[src/rtl/gray_deco_arbiter.sv]
// Round-robin time-sharing of one external Gray-to-binary decoder; accept->rsp_valid 2 cycles, rsp_ready low stalls in RESP.
// Optional per-requester Gray step check under GRAY_STEP_CHK_EN (step_err tied 0 otherwise).
module gray_deco_arbiter #(
    parameter int N_REQ = 4,
    parameter int IDW   = $clog2(N_REQ)
) (
    input  logic                 clk,
    input  logic                 rst_n,
    input  logic [N_REQ-1:0]     req_valid,
    input  logic [4*N_REQ-1:0]   req_gray,
    output logic [N_REQ-1:0]     req_ready,
    output logic [3:0]           dec_gray,
    input  logic [3:0]           dec_bin,
    output logic                 rsp_valid,
    output logic [IDW-1:0]       rsp_id,
    output logic [3:0]           rsp_bin,
    input  logic                 rsp_ready,
    output logic                 busy,
    output logic                 step_err
);

    typedef enum logic [1:0] {IDLE, CONV, RESP} state_t;

    state_t         state;
    logic [IDW-1:0] ptr;
    logic [IDW-1:0] winner;
    logic [IDW-1:0] ptr_next;
    logic           found;

    // First set request at or above ptr, wrapping modulo N_REQ.
    always_comb begin
        int idx;
        found  = 1'b0;
        winner = '0;
        idx    = 0;
        for (int k = 0; k < N_REQ; k++) begin
            idx = int'(ptr) + k;
            if (idx >= N_REQ) idx = idx - N_REQ;
            if (!found && req_valid[idx]) begin
                found  = 1'b1;
                winner = IDW'(idx);
            end
        end
    end

    always_comb begin
        req_ready = '0;
        if (state == IDLE && found) req_ready[winner] = 1'b1;
    end

    assign ptr_next = (int'(rsp_id) == N_REQ - 1) ? '0 : rsp_id + IDW'(1);

    always_ff @(posedge clk or negedge rst_n) begin
        if (!rst_n) begin
            state     <= IDLE;
            ptr       <= '0;
            dec_gray  <= 4'd0;
            rsp_id    <= '0;
            rsp_bin   <= 4'd0;
            rsp_valid <= 1'b0;
            busy      <= 1'b0;
        end else begin
            case (state)
                IDLE: begin
                    if (found) begin
                        dec_gray <= req_gray[4*int'(winner) +: 4];
                        rsp_id   <= winner;
                        busy     <= 1'b1;
                        state    <= CONV;
                    end
                end
                CONV: begin
                    rsp_bin   <= dec_bin;
                    rsp_valid <= 1'b1;
                    state     <= RESP;
                end
                RESP: begin
                    if (rsp_ready) begin
                        ptr       <= ptr_next;
                        rsp_valid <= 1'b0;
                        busy      <= 1'b0;
                        state     <= IDLE;
                    end
                end
                default: begin
                    rsp_valid <= 1'b0;
                    busy      <= 1'b0;
                    state     <= IDLE;
                end
            endcase
        end
    end

`ifdef GRAY_STEP_CHK_EN
    logic [3:0]       last_code [N_REQ];
    logic [N_REQ-1:0] hist;

    // A repeated code is legal; only two or more flipped bits flag.
    always_ff @(posedge clk or negedge rst_n) begin
        if (!rst_n) begin
            hist     <= '0;
            step_err <= 1'b0;
            for (int i = 0; i < N_REQ; i++) last_code[i] <= 4'd0;
        end else if (state == CONV) begin
            step_err          <= hist[rsp_id] && ($countones(dec_gray ^ last_code[rsp_id]) >= 2);
            last_code[rsp_id] <= dec_gray;
            hist[rsp_id]      <= 1'b1;
        end
    end
`else
    assign step_err = 1'b0;
`endif

endmodule

[config.mk]
export PLATFORM = sky130hd
export DESIGN_NAME = gray_deco_arbiter
export DESIGN_NICKNAME = d
export VERILOG_FILES = /design/src/rtl/gray_deco_arbiter.sv
export SDC_FILE = /design/constraint.sdc
export NUM_CORES = 1
export LEC_CHECK = 0
export CAP_MARGIN = 20
export CORE_MARGIN = 8
export CORE_UTILIZATION = 42
export CTS_CLUSTER_DIAMETER = 150
export DETAILED_ROUTE_END_ITERATION = 10
export PLACE_DENSITY_LB_ADDON = 0.15
export SLEW_MARGIN = 40
export SYNTH_ARGS = -nofsm -noshare
export SYNTH_HDL_FRONTEND = slang
export SYNTH_SLANG_ARGS = --single-unit
[constraint.sdc]
create_clock -name clk -period 4.7 [get_ports clk]
set_input_delay 0.94 -clock clk [delete_from_list [all_inputs] [get_ports clk]]
set_output_delay 0.94 -clock clk [all_outputs]
set_load 0.03 [all_outputs]
==> results.json, run 1 <==
{
  "run_status": "finished clean",
  "clk_pin_slew_worst_paths_ns": 0.10,
  "p_seq_share_pct": 31.2,
  "cts_tree": "done",
  "setup_viol": 0,
  "path_common_cell": "clkdlybuf4s50_1",
  "netlist_instances": 85,
  "cts.sinks": 16,
  "slew_violations": 0,
  "numPortBuffers": 42,
  "vdd_drop_max_mv": 0.360,
  "cts-resized-gates": 0,
  "dp_hpwl_um": 1820,
  "worst_ep_arrival_time_ns": 3.19,
  "grt_usage_pct": 12.5,
  "root_buffer": "clkbuf_4",
  "layout-drive-gt1-share_pct": 9.45,
  "synth_seq_cells": 16,
  "p_int_w": 0.000482,
  "switching_share_pct": 43.6,
  "power_switching_w": 0.000372,
  "total_power_w": 0.000854,
  "via_per_inst": 5.03,
  "vias": 775,
  "crit_fanout": 12,
  "placed_area_um2": 1300,
  "ant_nets": 0,
  "grt_pass1_vias": 794,
  "power_leakage_nw": 0.582,
  "synthesis.nets": 113,
  "startpoint_type": "primary input",
  "hold_path_class": "flip-flop to flip-flop",
  "reg2regPathDepth": 6,
  "finalHoldViolations": 0,
  "syn_area_um2": 867,
  "cp_cell_sequence": "clkdlybuf4s50_1 -> nor4_1 -> or3_1 -> inv_1 -> nand2_1 -> nor2_1 -> clkdlybuf4s50_1",
  "antenna_found_initial": 0,
  "grt_max_degree": 17,
  "period_minus_slack_ns": 4.13,
  "cpLargestDelayFamily": "buffers and inverters",
  "initial_utilization_pct": 44.2,
  "die-area_um2": 3770,
  "drc_errors": 0,
  "fillers": 179,
  "slowest_delay_ns": 0.68,
  "coreArea_um2": 1960,
  "finalSetupTns_ns": 0,
  "worst_ep_required_time_ns": 3.76,
  "clk_latency_ns": 0.29,
  "yosysWarnings": 0,
  "hold_buffers": 0,
  "diodes": 0,
  "cp_num_buf_inv": 3,
  "gp_congestion": 0.774,
  "die_y_um": 61.4,
  "crit_slowest_cell": "clkdlybuf4s50_1",
  "min_path_cells": 1,
  "cts_setup_buffers": 0,
  "cp.depth": 7,
  "dieWidth_um": 61.4,
  "drv_cap": 0,
  "wire_per_inst_um": 14.4,
  "rsz0062_at_grt": "false",
  "final_area_um2": 1330,
  "clockPowerShare_pct": 10.7,
  "ctsHtreeMaxLevel": 1,
  "drtIter0Drc": 7,
  "drt_pass1_iterations": 4,
  "row_count": 16,
  "combPwrFrac_pct": 58.1,
  "syn2layout_area_growth_pct": 53.2,
  "worstSetupPathType": "primary input to output port",
  "end_kind": "output port",
  "p_per_area_nw_per_um2": 643,
  "postSynthAreaPerCell_um2": 10.2,
  "synthDistinctLibCells": 29,
  "nets": 156,
  "ys_seq_area_share_pct": 46.2,
  "cts_buffers": 3,
  "skew_ns": 0.00395,
  "grt_overflow": 0,
  "ios": 44,
  "totalWireLength_um": 2220,
  "maxClockFrequency_mhz": 242,
  "cts_buffer_depth": 2,
  "grt_pass1_wl_um": 3560,
  "fin_crit_sh_pct": 87.9
}
==> cell usage after synthesis, drive strengths merged <==
| library cell | n | area [um2] |
|---|---|---|
| clkbuf | 3 | 12.5 |
| nand3b | 1 | 7.51 |
| o211ai | 4 | 30.0 |
| nor3b | 1 | 7.51 |
| nor4 | 2 | 12.5 |
| o31ai | 2 | 15.0 |
| inv | 3 | 11.3 |
| nor2b | 1 | 6.26 |
| ha | 1 | 12.5 |
| mux2 | 5 | 56.3 |
| dfrtp | 16 | 400 |
| a21o | 1 | 7.51 |
| nor3 | 1 | 5.00 |
| a221oi | 1 | 8.76 |
| a21bo | 1 | 10.0 |
| o21ai | 4 | 20.0 |
| o21a | 1 | 7.51 |
| mux2i | 9 | 90.1 |
| nor2 | 4 | 15.0 |
| o2bb2a | 1 | 10.0 |
| or3 | 5 | 31.3 |
| nand2 | 11 | 41.3 |
| and3 | 1 | 6.26 |
| buf | 2 | 18.8 |
| conb | 1 | 3.75 |
| a21oi | 2 | 10.0 |
| a221o | 1 | 10.0 |
==> layer usage <==
layer	GRT usage, %	wire, um	vias up
met3	6.26	187	2
met2	21.0	1120	27
li1	-	-	391
met4	2.92	16	0
met5	0	0	-
met1	13.8	899	355
==> registers in the layout, summed over array words and instances (netlist names) <==
signal     cells
rsp_bin        4
state          2
rsp_valid      1
dec_gray       4
rsp_id         2
ptr            2
busy           1
==> placed cells by master (no fill, tap or decap) <==
cell,count
a21oi_1,2
nor3_1,1
a21bo_2,1
clkdlybuf4s50_1,41
buf_2,1
o21a_1,1
inv_1,3
conb_1,1
a221o_1,1
nor2_1,4
nor2b_1,1
o31ai_1,2
clkbuf_8,1
mux2i_1,9
ha_1,1
o211ai_1,4
o2bb2a_1,1
a21o_1,1
nand3b_1,1
or3_1,5
nor4_1,2
a221oi_1,1
buf_4,1
nor3b_1,1
clkbuf_4,3
o21ai_0,4
nand2_1,11
and3_1,1
mux2_2,5
dfrtp_1,16
==> cell type report <==
class                   instances  area (um2)  share of cell area (%)
flip-flops and latches         16         400                    30.1
well taps                      27        33.8                    2.54
clock buffers                   4        36.3                    2.73
multi-input cells              61         424                    31.9
inverters                       3        11.3                   0.847
repair buffers                 43         423                    31.8
==> through the flow <==
stage                     instances  hold WS, ns  setup slack, ns  utilization (%)
after floorplan                  85        0.491             1.27                -
after global placement          150        0.465            0.664             66.1
after detailed placement        150        0.467            0.590             66.1
after CTS                       154        0.490            0.581             68.0
after global routing            154        0.521            0.424             67.7
final                           154        0.485            0.569             67.7
==> worst paths after layout <==
kind	from	end	slack, ns
worst max-delay path	req_valid[0]	req_ready[2]	0.57
worst min-delay path	rsp_valid$_DFFE_PN0P_	rsp_valid$_DFFE_PN0P_	0.49
worst max register to register	ptr[1]$_DFFE_PN0P_	dec_gray[3]$_DFFE_PN0P_	2.86
worst min register to register	rsp_valid$_DFFE_PN0P_	rsp_valid$_DFFE_PN0P_	0.49
max in group asynchronous	rst_n	rsp_bin[0]$_DFFE_PN0P_	3.89
min in group asynchronous	rst_n	ptr[0]$_DFFE_PN0P_	0.55
==> power groups by stage <==
stage	clock network [W]	logic [W]	registers, W
after global routing	0.000100	0.000531	0.000280
after global placement	0	0.000491	0.000267
final	0.0000915	0.000496	0.000267
after detailed placement	0	0.000503	0.000269
after CTS	0.0000936	0.000503	0.000267
after floorplan	0	0.000227	0.000354
==> logic make-up (layout without fill, tap and decap cells) <==
family,count (synthesis),count (layout),share of synthesized area [%]
AO/OA/AOI/OAI,18,18,14.9
adder cells (fa/ha/maj),1,1,1.44
buffers and inverters,8,50,4.91
flip-flops,16,16,46.2
multiplexers,14,14,16.9
other,1,1,0.432
AND/OR/NAND/NOR,27,27,15.3
Power figures use the tool's default switching activity.
==> inputs of run 2 (changes only) <==
--- a/config.mk
+++ b/config.mk
@@ -10,6 +10,7 @@
 export CORE_UTILIZATION = 42
 export CTS_CLUSTER_DIAMETER = 150
 export DETAILED_ROUTE_END_ITERATION = 10
+export HOLD_SLACK_MARGIN = 0.08
 export PLACE_DENSITY_LB_ADDON = 0.15
 export SLEW_MARGIN = 40
 export SYNTH_ARGS = -nofsm -noshare
==> constraint.sdc (replaced) <==
create_clock -name clk -period 4.7 [get_ports clk]
set_input_delay 0.705 -clock clk [delete_from_list [all_inputs] [get_ports clk]]
set_output_delay 0.705 -clock clk [all_outputs]
set_load 0.03 [all_outputs]
==> results.json, run 2 (synthesized netlist as in run 1, its figures left out) <==
{
  "finalHoldViolations": 0,
  "via_per_inst": 5.12,
  "power_leakage_nw": 0.577,
  "ios": 44,
  "run_status": "finished clean",
  "cts-resized-gates": 0,
  "dieWidth_um": 61.4,
  "cts_buffers": 3,
  "antenna_found_initial": 0,
  "totalWireLength_um": 2240,
  "gp_congestion": 0.742,
  "switching_share_pct": 43.7,
  "hold_ws_ns": 0.484,
  "row_count": 16,
  "ctsHtreeMaxLevel": 1,
  "combPwrFrac_pct": 57.7,
  "initial_utilization_pct": 44.2,
  "dp_hpwl_um": 1790,
  "nets": 155,
  "maxSlewHeadroom_pct": 51.7,
  "worstSetupPathType": "primary input to output port",
  "hold_path_class": "flip-flop to flip-flop",
  "cts_buffer_depth": 2,
  "crit_slowest_cell": "clkdlybuf4s50_1",
  "worst_ep_arrival_time_ns": 2.99,
  "drtIter0Drc": 26,
  "reg2regPathDepth": 5,
  "vdd_drop_max_mv": 0.444,
  "final_area_um2": 1330,
  "crit_start": "req_valid[1]",
  "rsz0062_at_grt": "false",
  "setup_viol": 0,
  "hold_buffers": 0,
  "cp_cell_sequence": "clkdlybuf4s50_1 -> a21bo_2 -> a221o_1 -> nor4_1 -> clkdlybuf4s50_1",
  "min_path_cells": 1,
  "r2r-end": "dec_gray[1]$_DFFE_PN0P_",
  "fin_crit_sh_pct": 78.6,
  "wire_per_inst_um": 14.6,
  "drv_cap": 0,
  "clk_latency_ns": 0.28,
  "finalSetupTns_ns": 0,
  "top_regs": "dec_gray: 4 flops, rsp_bin: 4 flops",
  "dp_slack_ns": 0.989,
  "ant_nets": 0,
  "p_per_area_nw_per_um2": 641,
  "worstHoldStart": "rsp_valid$_DFFE_PN0P_",
  "drc_errors": 0,
  "cpLargestDelayFamily": "buffers and inverters",
  "p_seq_share_pct": 31.5,
  "skew_ns": 0.000369,
  "clockPowerShare_pct": 10.7,
  "crit_fanout": 10,
  "cp_num_buf_inv": 2,
  "hold_end": "rsp_valid$_DFFE_PN0P_",
  "path_common_cell": "clkdlybuf4s50_1",
  "cts.sinks": 16,
  "diodes": 0,
  "root_buffer": "clkbuf_4",
  "grt_overflow": 0,
  "period_minus_slack_ns": 3.69,
  "grt_pass1_wl_um": 3620,
  "worst_ep_required_time_ns": 3.99,
  "grt_max_degree": 17,
  "grt_pass1_vias": 788,
  "die_y_um": 61.4,
  "rr_startpoint": "ptr[1]$_DFFE_PN0P_",
  "startpoint_type": "primary input",
  "syn2layout_area_growth_pct": 53.0,
  "layout-drive-gt1-share_pct": 7.94,
  "cts_tree": "done",
  "slew_violations": 0,
  "placed_area_um2": 1290,
  "final_cell_mix": "42 x clkdlybuf4s50_1, 16 x dfrtp_1, 11 x nand2_1",
  "die-area_um2": 3770,
  "p_int_w": 0.000478,
  "slowest_delay_ns": 0.72,
  "cts_setup_buffers": 0,
  "coreArea_um2": 1960,
  "end_kind": "output port",
  "grt_usage_pct": 12.8,
  "worstMarginPinSlew_ns": 0.722,
  "rrSetupSlack_ns": 2.80,
  "numPortBuffers": 42,
  "power_switching_w": 0.000371,
  "drt_pass1_iterations": 4,
  "layout_commonest_cell": "clkdlybuf4s50_1",
  "clk_pin_slew_worst_paths_ns": 0.09,
  "setup_ws_ns": 1.01,
  "maxClockFrequency_mhz": 271,
  "vias": 784
}
==> run 2: changes by cell type in the layout (fill, tap and decap cells not counted), sizes merged <==
| cell | delta |
|---|---|
| clkdlybuf4s50 | +1 |
| buf | -2 |
==> run 2: per-layer routing <==
layer | vias up | GRT usage (%) | routed length (um)
li1 | 391 | - | -
met1 | 366 | 14.4 | 884
met2 | 27 | 22.5 | 1150
met3 | 0 | 6.26 | 203
met4 | 0 | 0 | 0
met5 | - | 0 | 0
==> run 2: metrics by stage <==
step | util (%) | std cells | total power, W
floorplan | - | 85 | 0.000581
global placement | 65.8 | 149 | 0.000755
detailed placement | 65.8 | 149 | 0.000766
CTS | 67.6 | 153 | 0.000859
global route | 67.6 | 153 | 0.000912
finish | 67.6 | 153 | 0.000849
==> run 2: layout make-up <==
| class | count | area, um2 |
|---|---|---|
| sequential | 16 | 400 |
| inverter | 3 | 11.3 |
| multi-input combinational | 61 | 424 |
| clock buffer | 4 | 36.3 |
| tap | 27 | 33.8 |
| fill | 172 | 636 |
| timing repair buffer | 42 | 420 |
==> run 2: worst max-delay path by stage <==
stage	end	slack, ns	depth (start not counted)
3_5_place_dp	req_ready[1]	0.99	5
4_1_cts	req_ready[1]	0.99	5
3_3_place_gp	req_ready[1]	1.07	5
2_1_floorplan	req_ready[1]	1.74	4
5_1_grt	req_ready[1]	0.92	5
6_report	req_ready[1]	1.01	5
==> run 2: power by group through the flow <==
stage | clock network [W] | logic [W] | registers (W)
after floorplan | 0 | 0.000227 | 0.000354
after global placement | 0 | 0.000488 | 0.000267
after detailed placement | 0 | 0.000495 | 0.000270
after CTS | 0.0000942 | 0.000498 | 0.000267
after global routing | 0.000101 | 0.000531 | 0.000280
final | 0.0000913 | 0.000490 | 0.000268
==> inputs of run 3 (changes only) <==
--- a/config.mk
+++ b/config.mk
@@ -7,7 +7,7 @@
 export LEC_CHECK = 0
 export CAP_MARGIN = 20
 export CORE_MARGIN = 8
-export CORE_UTILIZATION = 42
+export CORE_UTILIZATION = 39
 export CTS_CLUSTER_DIAMETER = 150
 export DETAILED_ROUTE_END_ITERATION = 10
 export HOLD_SLACK_MARGIN = 0.08
==> constraint.sdc (replaced) <==
create_clock -name clk -period 3.75 [get_ports clk]
set_input_delay 0.5625 -clock clk [delete_from_list [all_inputs] [get_ports clk]]
set_output_delay 0.5625 -clock clk [all_outputs]
set_load 0.03 [all_outputs]
==> results.json, run 3 (synthesized netlist as in run 1, its figures left out) <==
{
  "grt_max_degree": 17,
  "ctsHtreeMaxLevel": 1,
  "finalSetupTns_ns": 0,
  "total_power_w": 0.00108,
  "ios": 44,
  "grt_pass1_wl_um": 3720,
  "drc_errors": 0,
  "grt_pass1_vias": 894,
  "hold_path_class": "primary input to async pin",
  "initial_utilization_pct": 40.4,
  "p_per_area_nw_per_um2": 805,
  "root_buffer": "clkbuf_4",
  "numPortBuffers": 42,
  "stdcell_count": 156,
  "worst_ep_required_time_ns": 3.19,
  "worst_ep_arrival_time_ns": 2.65,
  "crit_fanout": 8,
  "drv_cap": 0,
  "dp_hpwl_um": 1820,
  "final_util_pct": 62.3,
  "final_cell_mix": "41 x clkdlybuf4s50_1, 16 x dfrtp_1, 11 x nand2_1",
  "clk_latency_ns": 0.28,
  "cts-resized-gates": 0,
  "drt_pass1_iterations": 4,
  "maxClockFrequency_mhz": 311,
  "startpoint_type": "primary input",
  "rr_startpoint": "ptr[1]$_DFFE_PN0P_",
  "top_regs": "dec_gray: 4 flops, rsp_bin: 4 flops",
  "rsz0062_at_grt": "false",
  "cts_setup_buffers": 0,
  "syn2layout_area_growth_pct": 54.3,
  "totalWireLength_um": 2250,
  "period_minus_slack_ns": 3.21,
  "setup_viol": 0,
  "power_leakage_nw": 0.587,
  "reg2regPathDepth": 6,
  "cts_buffers": 3,
  "wire_per_inst_um": 14.4,
  "cts.sinks": 16,
  "dieWidth_um": 63.2,
  "coreArea_um2": 2150,
  "via_per_inst": 5.04,
  "die-area_um2": 3990,
  "r2r-end": "dec_gray[0]$_DFFE_PN0P_",
  "antenna_found_initial": 0,
  "diodes": 0,
  "vias": 786,
  "clk_pin_slew_worst_paths_ns": 0.10,
  "cts_tree": "done",
  "finalHoldViolations": 0,
  "drtIter0Drc": 24,
  "hold_buffers": 0,
  "layout-drive-gt1-share_pct": 10.2,
  "worstSetupPathType": "primary input to output port",
  "row_count": 17,
  "skew_ns": 0.000725,
  "vdd_drop_max_mv": 0.418,
  "nets": 157,
  "gp_congestion": 0.684,
  "setup_ws_ns": 0.536,
  "dp_slack_ns": 0.535,
  "run_status": "finished clean",
  "ant_nets": 0,
  "fin_crit_sh_pct": 85.7,
  "grt_overflow": 0,
  "rrSetupSlack_ns": 1.88,
  "grt_usage_pct": 11.1,
  "end_kind": "output port",
  "layout_commonest_cell": "clkdlybuf4s50_1",
  "die_y_um": 63.2,
  "dp.cells": 152,
  "slew_violations": 0,
  "cts_buffer_depth": 2
}
==> run 3: worst max-delay path: stages <==
cell and delay (ns):
clkdlybuf4s50_1 0.48, a21oi_1 0.16, o21ai_0 0.08, o2bb2a_1 0.36, nand2_1 0.20, nor2_1 0.12
clkdlybuf4s50_1 0.68
==> run 3: area by class of cell <==
cell class / count / area [um2]
clock buffers: 4 / 36.3
fillers: 187 / 811
inverters: 3 / 11.3
multi-input cells: 61 / 424
flip-flops and latches: 16 / 400
well taps: 28 / 35.0
repair buffers: 44 / 430
==> run 3: how the worst max path moves through the flow <==
stage	from	endpoint	slack [ns]
6_report	req_valid[0]	req_ready[2]	0.54
3_3_place_gp	req_valid[0]	req_ready[2]	0.59
5_1_grt	req_valid[0]	req_ready[2]	0.39
2_1_floorplan	req_valid[1]	req_ready[1]	1.08
4_1_cts	req_valid[0]	req_ready[2]	0.51
3_5_place_dp	req_valid[0]	req_ready[2]	0.53
==> run 3: layer usage <==
metal / track usage, % / up-vias / share of wire (%)
met1: 11.1 / 371 / 42
met3: 4.24 / 2 / 8.2
met4: 5.13 / 0 / 0.94
li1: - / 391 / -
met5: 0 / - / 0
met2: 19.8 / 22 / 49
==> run 3: per-stage QoR <==
step / cell area (um2) / hold slack [ns]
after CTS: 1340 / 0.493
after global routing: 1340 / 0.196
final: 1340 / 0.173
after global placement: 1310 / 0.461
after floorplan: 867 / 0.267
after detailed placement: 1310 / 0.471
==> run 3: where the power goes <==
part	total, W	leakage, nW	internal (W)	switching, W
Clock	0.000114	0.0210	0.0000590	0.0000547
Combinational	0.000630	0.373	0.000293	0.000337
Sequential	0.000333	0.192	0.000259	0.0000739
Total	0.00108	0.587	0.000612	0.000466
